File: src/rtl/dfi_upd_lp_arbiter_pkg.sv
// Shared types and default timing for the DFI update / low-power arbiter.
// Latency: n/a (types and constants only).
// Backpressure: n/a.
package dfi_arb_pkg;

  // Default timing, kept identical to the DFI agent defines.
  localparam int TLP_RESP_DEF     = 8;
  localparam int TCTRLUPD_MIN_DEF = 4;
  localparam int TCTRLUPD_MAX_DEF = 32;
  localparam int WAKEUP_W         = 6;

  typedef enum logic [2:0] {
    ST_IDLE,
    ST_DRAIN,
    ST_PHYUPD,
    ST_PHYMSTR,
    ST_CTRLUPD,
    ST_LP_WAIT,
    ST_LP_ACTIVE,
    ST_LP_EXIT
  } arb_state_e;

  // One-hot record of which handshake owns the DFI boundary.
  typedef struct packed {
    logic lp;
    logic ctrlupd;
    logic phymstr;
    logic phyupd;
  } grant_t;

  // State entered once the drain completes for a given grant.
  function automatic arb_state_e grant_target(grant_t g);
    arb_state_e s;
    if (g.phyupd)       s = ST_PHYUPD;
    else if (g.phymstr) s = ST_PHYMSTR;
    else if (g.ctrlupd) s = ST_CTRLUPD;
    else                s = ST_LP_WAIT;
    return s;
  endfunction

endpackage

File: src/rtl/dfi_upd_lp_arbiter_if.sv
// DFI update, PHY-master and low-power handshake bundle.
// Latency: n/a (wires only).
// Backpressure: req/ack handshakes; the PHY side paces every transfer.
interface dfi_upd_lp_if;
  import dfi_arb_pkg::*;

  logic                ctrlupd_req;
  logic                ctrlupd_ack;
  logic                phyupd_req;
  logic                phyupd_ack;
  logic                phymstr_req;
  logic                phymstr_ack;
  logic                lp_ctrl_req;
  logic [WAKEUP_W-1:0] lp_ctrl_wakeup;
  logic                lp_ctrl_ack;
  logic                lp_data_req;
  logic [WAKEUP_W-1:0] lp_data_wakeup;
  logic                lp_data_ack;

  // Controller side.
  modport master (
    output ctrlupd_req, input  ctrlupd_ack,
    input  phyupd_req,  output phyupd_ack,
    input  phymstr_req, output phymstr_ack,
    output lp_ctrl_req, output lp_ctrl_wakeup, input lp_ctrl_ack,
    output lp_data_req, output lp_data_wakeup, input lp_data_ack
  );

  // PHY side.
  modport slave (
    input  ctrlupd_req, output ctrlupd_ack,
    output phyupd_req,  input  phyupd_ack,
    output phymstr_req, input  phymstr_ack,
    input  lp_ctrl_req, input  lp_ctrl_wakeup, output lp_ctrl_ack,
    input  lp_data_req, input  lp_data_wakeup, output lp_data_ack
  );

endinterface

File: src/rtl/dfi_upd_lp_arbiter_timer.sv
// Saturating up-counter with clear, load and compare-equal.
// Latency: count updates one cycle after clear/load/inc; eq is a decode of count.
// Backpressure: none; saturates at all-ones instead of wrapping.
module dfi_arb_timer #(
  parameter int W = 6
) (
  input  logic         clock,
  input  logic         reset,
  input  logic         clear,
  input  logic         load,
  input  logic [W-1:0] load_val,
  input  logic         inc,
  input  logic [W-1:0] cmp_val,
  output logic [W-1:0] count,
  output logic         eq
);

  logic [W-1:0] count_d, count_q;

  // Next count: clear beats load beats increment; hold at all-ones.
  always_comb begin
    count_d = count_q;
    if (clear)                       count_d = '0;
    else if (load)                   count_d = load_val;
    else if (inc && (count_q != '1)) count_d = count_q + W'(1);
  end

  // Count register.
  always_ff @(posedge clock) begin
    if (reset) count_q <= '0;
    else       count_q <= count_d;
  end

  assign count = count_q;
  assign eq    = (count_q == cmp_val);

endmodule

File: src/rtl/dfi_upd_lp_arbiter.sv
// Grants one DFI handshake (phyupd, phymstr, ctrlupd, lp) at a time after draining traffic.
// Latency: request sampled -> DRAIN next cycle -> handshake one cycle after traffic_idle.
// Backpressure: hold_traffic stalls the scheduler in every non-IDLE state.
module dfi_upd_lp_arbiter
  import dfi_arb_pkg::*;
#(
  parameter int TLP_RESP     = TLP_RESP_DEF,
  parameter int TCTRLUPD_MIN = TCTRLUPD_MIN_DEF,
  parameter int TCTRLUPD_MAX = TCTRLUPD_MAX_DEF,
  parameter int CNT_W        = $clog2(TCTRLUPD_MAX + 1)
) (
  input  logic                clock,
  input  logic                reset,
  input  logic                init_start,
  input  logic                traffic_idle,
  output logic                hold_traffic,
  input  logic                mc_ctrlupd_start,
  input  logic                mc_lp_en,
  input  logic                mc_lp_data_only,
  input  logic [WAKEUP_W-1:0] mc_lp_wakeup,
  output logic                lp_denied,
  output logic                ctrlupd_done,
  dfi_upd_lp_if.master        dfi
);

  arb_state_e          state_d, state_q;
  grant_t              grant_d, grant_q;
  logic                pending_d, pending_q;
  logic                data_only_d, data_only_q;
  logic [WAKEUP_W-1:0] wakeup_d, wakeup_q;

  logic                hold_d, hold_q;
  logic                phyupd_ack_d, phyupd_ack_q;
  logic                phymstr_ack_d, phymstr_ack_q;
  logic                ctrlupd_req_d, ctrlupd_req_q;
  logic                lp_ctrl_req_d, lp_ctrl_req_q;
  logic                lp_data_req_d, lp_data_req_q;
  logic [WAKEUP_W-1:0] lp_ctrl_wk_d, lp_ctrl_wk_q;
  logic [WAKEUP_W-1:0] lp_data_wk_d, lp_data_wk_q;
  logic                lp_denied_d, lp_denied_q;
  logic                ctrlupd_done_d, ctrlupd_done_q;

  logic [CNT_W-1:0]    cnt, cmp_val;
  logic                cnt_eq, lp_acked;

  // The counter restarts on every state change; one compare serves both timeouts.
  assign cmp_val = (state_q == ST_LP_WAIT) ? CNT_W'(TLP_RESP - 1) : CNT_W'(TCTRLUPD_MAX - 1);

  dfi_arb_timer #(.W(CNT_W)) u_timer (
    .clock    (clock),
    .reset    (reset),
    .clear    (state_d != state_q),
    .load     (1'b0),
    .load_val ('0),
    .inc      (1'b1),
    .cmp_val  (cmp_val),
    .count    (cnt),
    .eq       (cnt_eq)
  );

  assign lp_acked = dfi.lp_data_ack && (data_only_q || dfi.lp_ctrl_ack);

  // Next state plus registered-output decode; count holds cycles-in-state minus one.
  always_comb begin
    state_d        = state_q;
    grant_d        = grant_q;
    data_only_d    = data_only_q;
    wakeup_d       = wakeup_q;
    lp_denied_d    = 1'b0;
    ctrlupd_done_d = 1'b0;

    unique case (state_q)
      ST_IDLE: begin
        grant_d = '0;
        if (!init_start) begin
          if (dfi.phyupd_req)                         grant_d.phyupd  = 1'b1;
          else if (dfi.phymstr_req)                   grant_d.phymstr = 1'b1;
          else if (pending_q || mc_ctrlupd_start)     grant_d.ctrlupd = 1'b1;
          else if (mc_lp_en) begin
            grant_d.lp  = 1'b1;
            data_only_d = mc_lp_data_only;
            wakeup_d    = mc_lp_wakeup;
          end
          if (grant_d != '0) state_d = ST_DRAIN;
        end
      end
      ST_DRAIN: begin
        // A PHY update must not wait behind controller-initiated work.
        if ((grant_q.ctrlupd || grant_q.lp) && dfi.phyupd_req) begin
          grant_d        = '0;
          grant_d.phyupd = 1'b1;
        end
        if (grant_d.lp && !mc_lp_en)          state_d = ST_IDLE;
        else if (traffic_idle && !init_start) state_d = grant_target(grant_d);
      end
      ST_PHYUPD:  if (!dfi.phyupd_req)  state_d = ST_IDLE;
      ST_PHYMSTR: if (!dfi.phymstr_req) state_d = ST_IDLE;
      ST_CTRLUPD: begin
        if (((cnt >= CNT_W'(TCTRLUPD_MIN - 1)) && !dfi.ctrlupd_ack) || cnt_eq) begin
          state_d        = ST_IDLE;
          ctrlupd_done_d = 1'b1;
        end
      end
      ST_LP_WAIT: begin
        if (!mc_lp_en)     state_d = ST_LP_EXIT;
        else if (lp_acked) state_d = ST_LP_ACTIVE;
        else if (cnt_eq) begin
          state_d     = ST_IDLE;
          lp_denied_d = 1'b1;
        end
      end
      ST_LP_ACTIVE: if (!mc_lp_en) state_d = ST_LP_EXIT;
      ST_LP_EXIT:   if (!dfi.lp_ctrl_ack && !dfi.lp_data_ack) state_d = ST_IDLE;
      default:      state_d = ST_IDLE;
    endcase

    // Start pulses merge into one pending update until it completes.
    pending_d = (pending_q || mc_ctrlupd_start) && !ctrlupd_done_d;

    hold_d        = (state_d != ST_IDLE);
    phyupd_ack_d  = (state_d == ST_PHYUPD);
    phymstr_ack_d = (state_d == ST_PHYMSTR);
    ctrlupd_req_d = (state_d == ST_CTRLUPD);
    lp_data_req_d = (state_d == ST_LP_WAIT) || (state_d == ST_LP_ACTIVE);
    lp_ctrl_req_d = lp_data_req_d && !data_only_d;
    lp_data_wk_d  = lp_data_req_d ? wakeup_d : '0;
    lp_ctrl_wk_d  = lp_ctrl_req_d ? wakeup_d : '0;
  end

  // State, context and output registers; reset drops every handshake at once.
  always_ff @(posedge clock) begin
    if (reset) begin
      state_q        <= ST_IDLE;
      grant_q        <= '0;
      pending_q      <= 1'b0;
      data_only_q    <= 1'b0;
      wakeup_q       <= '0;
      hold_q         <= 1'b0;
      phyupd_ack_q   <= 1'b0;
      phymstr_ack_q  <= 1'b0;
      ctrlupd_req_q  <= 1'b0;
      lp_ctrl_req_q  <= 1'b0;
      lp_data_req_q  <= 1'b0;
      lp_ctrl_wk_q   <= '0;
      lp_data_wk_q   <= '0;
      lp_denied_q    <= 1'b0;
      ctrlupd_done_q <= 1'b0;
    end else begin
      state_q        <= state_d;
      grant_q        <= grant_d;
      pending_q      <= pending_d;
      data_only_q    <= data_only_d;
      wakeup_q       <= wakeup_d;
      hold_q         <= hold_d;
      phyupd_ack_q   <= phyupd_ack_d;
      phymstr_ack_q  <= phymstr_ack_d;
      ctrlupd_req_q  <= ctrlupd_req_d;
      lp_ctrl_req_q  <= lp_ctrl_req_d;
      lp_data_req_q  <= lp_data_req_d;
      lp_ctrl_wk_q   <= lp_ctrl_wk_d;
      lp_data_wk_q   <= lp_data_wk_d;
      lp_denied_q    <= lp_denied_d;
      ctrlupd_done_q <= ctrlupd_done_d;
    end
  end

  assign hold_traffic       = hold_q;
  assign lp_denied          = lp_denied_q;
  assign ctrlupd_done       = ctrlupd_done_q;
  assign dfi.phyupd_ack     = phyupd_ack_q;
  assign dfi.phymstr_ack    = phymstr_ack_q;
  assign dfi.ctrlupd_req    = ctrlupd_req_q;
  assign dfi.lp_ctrl_req    = lp_ctrl_req_q;
  assign dfi.lp_data_req    = lp_data_req_q;
  assign dfi.lp_ctrl_wakeup = lp_ctrl_wk_q;
  assign dfi.lp_data_wakeup = lp_data_wk_q;

endmodule

File: src/flat_wrapper.sv
// flat-port wrapper written by rule: the top's interface ports become plain ports
module dfi_upd_lp_arbiter_flat import dfi_arb_pkg::*;
#(
  parameter int TLP_RESP     = TLP_RESP_DEF,
  parameter int TCTRLUPD_MIN = TCTRLUPD_MIN_DEF,
  parameter int TCTRLUPD_MAX = TCTRLUPD_MAX_DEF,
  parameter int CNT_W        = $clog2(TCTRLUPD_MAX + 1)
)
  (clock, reset, init_start, traffic_idle, hold_traffic, mc_ctrlupd_start, mc_lp_en, mc_lp_data_only, mc_lp_wakeup, lp_denied, ctrlupd_done, dfi_ctrlupd_req, dfi_ctrlupd_ack, dfi_phyupd_req, dfi_phyupd_ack, dfi_phymstr_req, dfi_phymstr_ack, dfi_lp_ctrl_req, dfi_lp_ctrl_wakeup, dfi_lp_ctrl_ack, dfi_lp_data_req, dfi_lp_data_wakeup, dfi_lp_data_ack);
  dfi_upd_lp_if dfi_i ();
  input  logic clock;
  input  logic reset;
  input  logic init_start;
  input  logic traffic_idle;
  output logic hold_traffic;
  input  logic mc_ctrlupd_start;
  input  logic mc_lp_en;
  input  logic mc_lp_data_only;
  input  logic [WAKEUP_W-1:0] mc_lp_wakeup;
  output logic lp_denied;
  output logic ctrlupd_done;
  output wire logic [$bits(dfi_i.ctrlupd_req)-1:0] dfi_ctrlupd_req;
  input wire logic [$bits(dfi_i.ctrlupd_ack)-1:0] dfi_ctrlupd_ack;
  input wire logic [$bits(dfi_i.phyupd_req)-1:0] dfi_phyupd_req;
  output wire logic [$bits(dfi_i.phyupd_ack)-1:0] dfi_phyupd_ack;
  input wire logic [$bits(dfi_i.phymstr_req)-1:0] dfi_phymstr_req;
  output wire logic [$bits(dfi_i.phymstr_ack)-1:0] dfi_phymstr_ack;
  output wire logic [$bits(dfi_i.lp_ctrl_req)-1:0] dfi_lp_ctrl_req;
  output wire logic [$bits(dfi_i.lp_ctrl_wakeup)-1:0] dfi_lp_ctrl_wakeup;
  input wire logic [$bits(dfi_i.lp_ctrl_ack)-1:0] dfi_lp_ctrl_ack;
  output wire logic [$bits(dfi_i.lp_data_req)-1:0] dfi_lp_data_req;
  output wire logic [$bits(dfi_i.lp_data_wakeup)-1:0] dfi_lp_data_wakeup;
  input wire logic [$bits(dfi_i.lp_data_ack)-1:0] dfi_lp_data_ack;
  assign dfi_ctrlupd_req = dfi_i.ctrlupd_req;
  assign dfi_i.ctrlupd_ack = dfi_ctrlupd_ack;
  assign dfi_i.phyupd_req = dfi_phyupd_req;
  assign dfi_phyupd_ack = dfi_i.phyupd_ack;
  assign dfi_i.phymstr_req = dfi_phymstr_req;
  assign dfi_phymstr_ack = dfi_i.phymstr_ack;
  assign dfi_lp_ctrl_req = dfi_i.lp_ctrl_req;
  assign dfi_lp_ctrl_wakeup = dfi_i.lp_ctrl_wakeup;
  assign dfi_i.lp_ctrl_ack = dfi_lp_ctrl_ack;
  assign dfi_lp_data_req = dfi_i.lp_data_req;
  assign dfi_lp_data_wakeup = dfi_i.lp_data_wakeup;
  assign dfi_i.lp_data_ack = dfi_lp_data_ack;
  dfi_upd_lp_arbiter #(.TLP_RESP(TLP_RESP), .TCTRLUPD_MIN(TCTRLUPD_MIN), .TCTRLUPD_MAX(TCTRLUPD_MAX), .CNT_W(CNT_W)) u_core (.clock(clock), .reset(reset), .init_start(init_start), .traffic_idle(traffic_idle), .hold_traffic(hold_traffic), .mc_ctrlupd_start(mc_ctrlupd_start), .mc_lp_en(mc_lp_en), .mc_lp_data_only(mc_lp_data_only), .mc_lp_wakeup(mc_lp_wakeup), .lp_denied(lp_denied), .ctrlupd_done(ctrlupd_done), .dfi(dfi_i));
endmodule
File: config.mk
export PLATFORM = sky130hd
export DESIGN_NAME = dfi_upd_lp_arbiter_flat
export DESIGN_NICKNAME = d
export VERILOG_FILES = /design/src/rtl/dfi_upd_lp_arbiter_pkg.sv /design/src/rtl/dfi_upd_lp_arbiter_if.sv /design/src/rtl/dfi_upd_lp_arbiter_timer.sv /design/src/rtl/dfi_upd_lp_arbiter.sv /design/src/flat_wrapper.sv
export SDC_FILE = /design/constraint.sdc
export NUM_CORES = 1
export LEC_CHECK = 0
export BUFFER_PORTS_ARGS = -buffer_cell sky130_fd_sc_hd__buf_2
export CAP_MARGIN = 20
export CORE_ASPECT_RATIO = 0.9
export CORE_MARGIN = 2
export CORE_UTILIZATION = 48
export DETAILED_ROUTE_END_ITERATION = 10
export GPL_TIMING_DRIVEN = 0
export PLACE_DENSITY = 0.75
export SLEW_MARGIN = 20
export SYNTH_ARGS = -nofsm -noshare
export SYNTH_HDL_FRONTEND = slang
export SYNTH_SLANG_ARGS = --single-unit
File: constraint.sdc
create_clock -name clock -period 2 [get_ports clock]
set_input_delay 0.1 -clock clock [delete_from_list [all_inputs] [get_ports clock]]
set_output_delay 0.1 -clock clock [all_outputs]
set_load 0.1 [all_outputs]
### Yosys cells after proc, flatten, opt, wreduce, memory -nomap -nowiden

Cells that the tools add are included.

| cells by class | value |
|---|---|
| eq/ne operators | 15 |
| muxes and demuxes | 47 |
| reduce and logical (&&, ||, !) cells | 28 |
| magnitude comparators | 1 |
| add/subtract/negate cells | 1 |
| bitwise operators | 4 |

Operator list:

| cell | count |
|---|---|
| 3-bit two-way mux | 17 |
| 6-bit two-way mux | 6 |
| 3-bit one-hot mux with 8 select lines | 1 |
| 3-bit == test (second input constant) | 7 |
| 1-bit two-way mux | 17 |
| 3-bit by 2-bit == test with 1-bit output (second input constant) | 4 |
| 4-bit two-way mux | 3 |
| 1-bit logical AND | 8 |
| 4-bit one-hot mux with 2 select lines | 1 |
| 1-bit logical NOT | 7 |
| 6-bit by 1-bit adder with 6-bit output (second input constant) | 1 |
| 6-bit == test | 1 |
| 6-bit by 2-bit greater-or-equal comparator with 1-bit output (second input constant) | 1 |
| 6-bit inequality test (second input constant) | 1 |
| 2-bit OR reduction | 3 |
| 1-bit logical OR | 5 |
| 5-bit two-way mux | 1 |
| 1-bit inverter | 4 |
| 4-bit nonzero test | 1 |
| 4-bit OR reduction | 1 |
| 3-bit by 1-bit == test with 1-bit output (second input constant) | 1 |
| 3-bit logical NOT | 1 |
| 3-bit inequality test | 1 |
| 3-bit nonzero test | 1 |
| other kinds (2) | 2 |

| storage, ports and cells | value |
|---|---|
| word-level logic and storage cells | 115 |
| flip-flop bits (word level) | 41 |
| bits of input ports | 18 |
| output and inout port bits | 20 |

### Longest topological paths before layout

Gate-level depths: netlist of the first run.

| depth | value |
|---|---|
| depth in word-level cells | 15 |
| depth in mapped cells | 9 |

### Cells and area by module

From an unflattened synthesis of the first run, not the netlist that was laid out.

| second synthesis, totals | value |
|---|---|
| cell total of the unflattened synthesis | 225 |
| area total of the unflattened synthesis | 2024.4 um^2 |

Modules (own cells, without submodules):

| module | instances | area an instance (um^2) | cells each |
|---|---|---|---|
| dfi_upd_lp_arbiter | 1 | 1579.0 | 169 |
| dfi_arb_timer | 1 | 445.4 | 56 |

### Worst setup path after synthesis of the first run

Ideal clock, no wire load.

| path | value |
|---|---|
| kind | register to register |
| start | register u_core.u_timer.count_q[0], in the netlist u_core.u_timer.count[0] |
| end | register u_core.hold_q, in the netlist u_core.hold_traffic |
| data arrival time | 1921 ps |
| cell stages (with the launch flop) | 10 |
| slack | -53 ps |
| setup time | 132 ps |
| cell sequence | dfxtp_1 ha_1 and3b_1 a41oi_1 o21ai_0 nand3b_1 nand2b_1 clkbuf_1 buf_2 o21ai_0 |

| between the ends | value |
|---|---|
| longest elaborated chain between the ends | 6 |
| elaborated cells on any way between the ends | 10 |
| classes of those cells | 1 x order compare; 1 x eq/ne; 5 x mux; 3 x reduce/logical |

Ends and longest elaborated chain:

| element | RTL line | source |
|---|---|---|
| start, declared | dfi_upd_lp_arbiter_timer.sv:18 | `logic [W-1:0] count_d, count_q;` |
| start signal, assigned | dfi_upd_lp_arbiter_timer.sv:31 | `else count_q <= count_d;` |
| 6-bit by 2-bit greater-or-equal comparator with 1-bit output or 6-bit == test (tied branches) | dfi_upd_lp_arbiter.sv:99, dfi_upd_lp_arbiter_timer.sv:35 |  |
| 1-bit logical AND or 3-bit two-way mux (tied branches) | dfi_upd_lp_arbiter.sv:99, dfi_upd_lp_arbiter.sv:107 |  |
| 1-bit logical OR or 3-bit two-way mux (tied branches) | dfi_upd_lp_arbiter.sv:99, dfi_upd_lp_arbiter.sv:106 |  |
| 3-bit two-way mux (on tied branches) | dfi_upd_lp_arbiter.sv:99, dfi_upd_lp_arbiter.sv:105 |  |
| 3-bit one-hot mux with 8 select lines * | dfi_upd_lp_arbiter.sv:72 | `unique case (state_q)` |
| 3-bit nonzero test * | dfi_upd_lp_arbiter.sv:120 | `hold_d = (state_d != ST_IDLE);` |
| end signal, assigned | dfi_upd_lp_arbiter.sv:154 | `hold_q <= hold_d;` |
| end, declared | dfi_upd_lp_arbiter.sv:32 | `logic hold_d, hold_q;` |

Every way passes the cells marked *; elsewhere a longest branch is shown, timed or not.
A chain may end at the register's enable or synchronous reset.

### Final worst setup path of the first run

| path | value |
|---|---|
| start | register u_core.grant_q[3] (netlist name) |
| end | register u_core.u_timer.count_q[4], in the netlist u_core.u_timer.count[4] |

| between the ends | value |
|---|---|
| longest elaborated chain between the ends | 12 |
| elaborated cells on any way between the ends | 13 |
| classes of those cells | 1 x eq/ne; 8 x mux; 4 x reduce/logical |

Ends and longest elaborated chain:

| element | RTL line | source |
|---|---|---|
| start, declared | dfi_upd_lp_arbiter.sv:27 | `grant_t grant_d, grant_q;` |
| start signal, assigned | dfi_upd_lp_arbiter.sv:150 | `grant_q <= grant_d;` |
| 1-bit logical OR | dfi_upd_lp_arbiter.sv:89 | `if ((grant_q.ctrlupd \|\| grant_q.lp) && dfi.phyupd_req) begin` |
| 1-bit logical AND | dfi_upd_lp_arbiter.sv:89 |  |
| 4-bit two-way mux * | dfi_upd_lp_arbiter.sv:89 |  |
| 4-bit two-way mux * | dfi_upd_lp_arbiter.sv:72 |  |
| 1-bit two-way mux | dfi_upd_lp_arbiter_pkg.sv:36 | `else if (g.ctrlupd) s = ST_CTRLUPD;` |
| 3-bit two-way mux | dfi_upd_lp_arbiter_pkg.sv:35 | `else if (g.phymstr) s = ST_PHYMSTR;` |
| 3-bit two-way mux | dfi_upd_lp_arbiter_pkg.sv:34 | `if (g.phyupd) s = ST_PHYUPD;` |
| 3-bit two-way mux | dfi_upd_lp_arbiter.sv:94 | `else if (traffic_idle && !init_start) state_d = grant_target(grant_d);` |
| 3-bit two-way mux * | dfi_upd_lp_arbiter.sv:93 | `if (grant_d.lp && !mc_lp_en) state_d = ST_IDLE;` |
| 3-bit one-hot mux with 8 select lines * | dfi_upd_lp_arbiter.sv:72 |  |
| 3-bit inequality test * | dfi_upd_lp_arbiter.sv:52 | `.clear (state_d != state_q),` |
| 2-bit OR reduction (no line) * | n/a |  |

Every way passes the cells marked *; elsewhere a longest branch is shown, timed or not. The select of a mux whose other input is x is not followed.

==> results.ini, run 1 <==
[logic_synthesis]
async_reset_ff_frac = 0
ys_seq_area_frac = 0.466
netlist.area_leader.share = 0.466
synth.distinct_cells = 48
synth_area_leaders = dfxtp_1 (47%), nor2_1 (5.7%), mux2i_1 (4.5%)
synth_ff_type = dfxtp_1
syn-num-nets = 209
synth-warning-count = 0
synth_seq_cells = 41
synth_area_sq_um = 1760
synth_top_area_cell = dfxtp_1
synth_cells = 190
postSynthAreaPerCell_sq_um = 9.28
synth_edf_count = 0

[detailed_routing]
route.vias.total = 1542
drc = 0
wl_per_cell_um = 14.2
ant_nets = 0
viasPerCell = 5.41
finalWirelength_um = 4040
firstDrtPassIters = 4
drtIter0Drc = 91

[worst_setup_path]
end_kind = flip-flop
startpoint = u_core.grant_q[3]$_SDFFE_PP0P_
critical_path.endpoint = u_core.u_timer.count[4]$_SDFFE_PP0P_
slowest_stage = or3b_4
crit_type = reg2reg
required_ns = 2.18
cp.depth = 6
rr_endpoint = u_core.u_timer.count[4]$_SDFFE_PP0P_
cp_slowest_stage_delay_ns = 0.39
worstPathArrival_ns = 2.15
reg2reg_slack_ns = 0.03
r2r-start = u_core.grant_q[3]$_SDFFE_PP0P_
critPathBufInv = 1
start_kind = flip-flop
cp_top_family = compound AO/OA/AOI/OAI gates
cp_cell_sequence = or3b_4 -> and3_4 -> a2111oi_4 -> buf_6 -> xnor2_2 -> a2111oi_2
cp_max_fo = 6
r2r_cells = 6

[grt]
busiest_layer = met2
grt_pass1_vias = 1454
grt_pass1_wl_um = 6470
use_met3 = 0.0676
grt_max_degree = 14
use_met1 = 0.277
grt_use_met2 = 0.339
grt_util_all_layers = 0.210
grt_antenna_before_repair = 0
grt-ovfl-total = 0

[placed_design]
io_buffer_count = 35
dpl_worst_slack_ns = -0.317
place_congestion = 0.810
dpl_cell_area_sq_um = 1990
hpwl_um = 2660

[layout]
syn2layout_area_growth_pct = 33.3
nets = 259
final_area_sq_um = 2350
drive_above_1_share = 0.402
antenna_cells = 0

[clock_network]
cts_hold_buffers = 0
cts_buffer_depth = 2
clk_latency_ns = 0.29
cts_tree = yes
clk_pin_slew_worst_paths_ns = 0.08
cts_buffers = 5
cts_root_buffer = clkbuf_8
cts.sinks = 41
ctsHtreeMaxLevel = 2

[pwr]
peakVddDrop_v = 0.000640
p_leak_nw = 0.975
power_mw = 1.95
p_per_area_nw_per_um2 = 828

[die]
die_w_um = 67.9
core-area_sq_um = 3450
die_h_um = 61.5
dieArea_sq_um = 4170
num_rows = 20
ios = 38
initial_core_util = 0.511

[timing]
max_slew_margin = 0.601
fin_worst_skew_ns = 0.00536
max_clock_freq_ghz = 0.508
finalCriticalPeriod_ns = 1.97
hold_viol_final = 0
rsz0062_at_grt = yes
setup_slack_ns = 0.0324
setup_viol = 0
fin_crit_sh = 0.984
worstMarginPinSlew_ns = 0.596
slew_violations = 0

[run]
cap_violations = 0

[min_path]
hold_path_class = in2reg

[outcome]
status = finished clean

-- registers in the layout (all words and copies together) (netlist names), 3 cells and up --
register and cells:
u_core.dfi.lp_ctrl_wakeup 6, u_core.dfi.lp_data_wakeup 6, u_core.u_timer.count 6, u_core.wakeup_q 6, u_core.grant_q 4, u_core.state_q 3
-- synthesized netlist by cell type, drive strengths merged, types with 3 or more instances --
cell and n:
nor3 15, a21oi 7, nor2b 6, nor2 27, mux2i 8, dfxtp 41
o21ai 7, xnor2 3, nor4 11, nand2b 3, buf 3, and2 4
clkbuf 8, nand2 9
-- worst reg2reg max path, stage by stage, from the launching register on --
cell       delay (ns)
dfxtp_2          0.35
or3b_4           0.39
and3_4           0.19
a2111oi_4        0.32
buf_6            0.19
xnor2_2          0.14
a2111oi_2        0.30
-- cell type report --
cell class	instances	area (sq um)
multi-input cells	136	1040
clock buffers	5	68.8
clock inverters	3	17.5
repair buffers	45	258
well taps	44	55.1
fillers	283	1100
flip-flops and latches	41	830
plain buffers	9	76.3
inverters	2	7.51
-- what timing repair did --
action | in CTS | in global routing
cloned | 1 | 0
setup buffers | 7 | 2
setup endpoints to repair | 30 | 23
pin swaps | 1 | 10
resized for setup | 26 | 27
-- worst min path at each step --
| stage | slack [ns] | from | end | cells after the start |
|---|---|---|---|---|
| floorplan | 0.26 | dfi_phymstr_req | u_core.grant_q[1]$_SDFFE_PP0P_ | 2 |
| global placement | 0.39 | mc_lp_wakeup[3] | u_core.wakeup_q[3]$_SDFF_PP0_ | 3 |
| detailed placement | 0.40 | mc_lp_wakeup[1] | u_core.wakeup_q[1]$_SDFF_PP0_ | 3 |
| CTS | 0.09 | mc_lp_wakeup[1] | u_core.wakeup_q[1]$_SDFF_PP0_ | 3 |
| global route | 0.13 | dfi_phyupd_req | u_core.grant_q[0]$_SDFFE_PP0P_ | 3 |
| finish | 0.12 | mc_lp_wakeup[3] | u_core.wakeup_q[3]$_SDFF_PP0_ | 3 |
-- power by group --
group / total, mW / switching [mW] / internal, mW
clock network: 0.522 / 0.281 / 0.241
registers: 0.880 / 0.0273 / 0.853
logic: 0.543 / 0.326 / 0.218
total: 1.95 / 0.634 / 1.31
-- layer usage --
layer,wire (um),up-vias,part of all wire
met5,0,-,0
met4,68,0,0.017
met3,212,9,0.053
met2,1930,33,0.48
met1,1830,710,0.45
li1,-,790,-
-- metrics by stage --
stage	setup TNS [ns]	util	hold WS (ns)	instances
after floorplan	0	-	0.263	190
final	0	0.680	0.122	285
after detailed placement	-5.72	0.578	0.399	269
after global placement	-5.13	0.578	0.394	269
after CTS	0	0.648	0.0948	283
after global routing	-0.429	0.680	0.125	285
-- cells in the final DEF (no fill, tap or decap), types with 2 or more instances in the layout --
master	n
o21ai_0	5
o21a_1	2
buf_4	10
o211ai_1	2
nor4_1	5
nor3_2	7
nor2b_1	5
nor4_4	2
nor2_1	25
dfxtp_2	4
mux2i_1	8
and2_1	3
nor4_2	4
nor3_1	7
dfxtp_1	36
nand2b_1	3
nand3_1	2
clkbuf_1	2
a21oi_1	7
nand2_1	8
inv_1	2
clkinv_2	2
nand3b_1	2
buf_2	35
o21ai_1	2
buf_6	5
clkbuf_8	5
a211o_1	2
-- cells by family after synthesis --
| logic type | synth area share |
|---|---|
| mux | 0.0518 |
| xor+xnor | 0.0199 |
| fa+ha+maj | 0.00710 |
| compound gates | 0.132 |
| flops | 0.466 |
| simple gates | 0.286 |
| buf+inv | 0.0376 |
No activity file was read; power rests on OpenSTA's default activity.
==> inputs of run 2 (changes only) <==
Settings changed: CORE_ASPECT_RATIO 0.9 to 0.6.
==> run 2 against run 1 <==
Compared with the run above:
- sequential power about the same
- maximum frequency up 0.76%
- sequential share of layout area is 0.43 points lower
- clock power is 31% higher
- largest power group unchanged
- setup slack improved by 0.015 ns
- sequential cell count unchanged
- highest routed layer unchanged
- critical path depth rose by 1
- final cell count is 0.70% higher
- clock skew is 0.0014 ns lower
- combinational power decreased by 2%
==> results.ini, run 2 (same netlist as run 1, synthesis figures left out) <==
[timing]
fin_crit_sh = 0.976
whs_ns = 0.105
hold_viol_final = 0
slew_violations = 0
fin_worst_skew_ns = 0.00398
max_slew_margin = 0.671
worstMarginPinSlew_ns = 0.497
setup_viol = 0
max_clock_freq_ghz = 0.512
finalCriticalPeriod_ns = 1.95
final.setup.tns_ns = 0
setup_slack_ns = 0.0473

[clock_network]
cts.sinks = 41
cts_tree = yes
cts_buffers = 5
cts_root_buffer = clkbuf_8
cts_buffer_depth = 2
clk_pin_slew_worst_paths_ns = 0.08
ctsHtreeMaxLevel = 2
clk_latency_ns = 0.29

[worst_setup_path]
start_kind = flip-flop
cp_max_fo = 6
slowest_stage = or3b_4
cp_cell_sequence = or3b_4 -> and3_4 -> a2111oi_4 -> buf_6 -> xnor2_4 -> buf_6 -> nor4_2
cpMostUsedCell = buf_6
cp_top_family = simple AND/OR/NAND/NOR gates
worstPathArrival_ns = 2.12
required_ns = 2.17
critPathBufInv = 2
crit_type = reg2reg
cp_slowest_stage_delay_ns = 0.41
end_kind = flip-flop

[die]
dieArea_sq_um = 4190
die_h_um = 50.9
core-area_sq_um = 3380
ios = 38
initial_core_util = 0.521
num_rows = 16
die_w_um = 82.2

[grt]
grt-ovfl-total = 0
grt_pass1_vias = 1428
grt_pass1_wl_um = 6960
grt_util_all_layers = 0.223
grt_antenna_before_repair = 0
grt_max_degree = 13

[outcome]
status = finished clean

[pwr]
peakVddDrop_v = 0.000482
p_leak_nw = 0.985
p_per_area_nw_per_um2 = 881

[detailed_routing]
firstDrtPassIters = 4
route.vias.total = 1622
ant_nets = 0
wl_per_cell_um = 15.3
drtIter0Drc = 176
finalWirelength_um = 4380
viasPerCell = 5.65
drc = 0

[layout]
layout_commonest_cell = dfxtp_1
nets = 260
drive_above_1_share = 0.393
layout_common_cells = dfxtp_1 (37), buf_2 (35), nor2_1 (23), nor3_1 (10), buf_4 (9)
syn2layout_area_growth_pct = 35.1
antenna_cells = 0
final_area_sq_um = 2380

[run]
cap_violations = 0

[placed_design]
place_congestion = 0.901
dpl_worst_slack_ns = -0.413
io_buffer_count = 35
dpl_cell_area_sq_um = 2000
hpwl_um = 3040

[min_path]
hold_path_class = in2reg

-- run 2: cell count changes in the layout (fill, tap and decap cells not counted), moves of 3 or more --
| cell | previous run | this run |
|---|---|---|
| nor3_1 | 7 | 10 |
| nor3_2 | 7 | 4 |
| mux2i_1 | 8 | 5 |
| mux2i_2 | 0 | 3 |
-- run 2: repair_timing --
| item | 4_1_cts | 5_1_grt |
|---|---|---|
| endpoints found under the setup margin | 30 | 29 |
| setup buffers | 6 | 3 |
| hold buffers | 0 | 0 |
| pin swaps | 7 | 9 |
| cloned | 1 | 1 |
| gates resized for setup | 23 | 29 |
-- run 2: cell type report --
class / count / area [sq um]
fillers: 249 / 1000
clock buffers: 7 / 86.3
clock inverters: 1 / 30.0
multi-input cells: 136 / 1010
well taps: 45 / 56.3
flip-flops and latches: 41 / 831
plain buffers: 9 / 76.3
inverters: 2 / 7.51
repair buffers: 46 / 287
-- run 2: report_power, final --
group / switching, mW / internal (mW) / leakage (nW)
clock network: 0.278 / 0.407 / 0.0585
registers: 0.0284 / 0.853 / 0.334
logic: 0.322 / 0.210 / 0.592
-- run 2: worst paths after layout --
kind | slack (ns) | end | start | cells after the start
setup / recovery | 0.05 | u_core.dfi.lp_ctrl_wakeup[0]$_SDFF_PP0_ | u_core.grant_q[3]$_SDFFE_PP0P_ | 7
hold / removal | 0.10 | u_core.wakeup_q[3]$_SDFF_PP0_ | mc_lp_wakeup[3] | 3
setup reg to reg | 0.05 | u_core.dfi.lp_ctrl_wakeup[0]$_SDFF_PP0_ | u_core.grant_q[3]$_SDFFE_PP0P_ | 7
hold reg to reg | 0.49 | u_core.grant_q[3]$_SDFFE_PP0P_ | u_core.grant_q[3]$_SDFFE_PP0P_ | 2
-- run 2: worst min-delay path, stage by stage --
cell and delay [ns]:
buf_2 0.08, mux2i_2 0.08, nor2_1 0.09
-- run 2: per-layer routing --
metal  share of wire  wire length [um]  global-route usage  vias up
li1                -                 -                   -      779
met1            0.51              2220               0.351      771
met2            0.38              1680               0.277       67
met3            0.10               442              0.0777        5
met4           0.010                46              0.0583        0
met5               0                 0                   0        -
-- run 2: stage by stage --
stage               power [mW]   util  instances
floorplan                 1.20      -        190
global placement          1.28  0.590        270
detailed placement        1.28  0.590        270
CTS                       2.05  0.664        283
global route              2.18  0.704        287
finish                    2.10  0.704        287
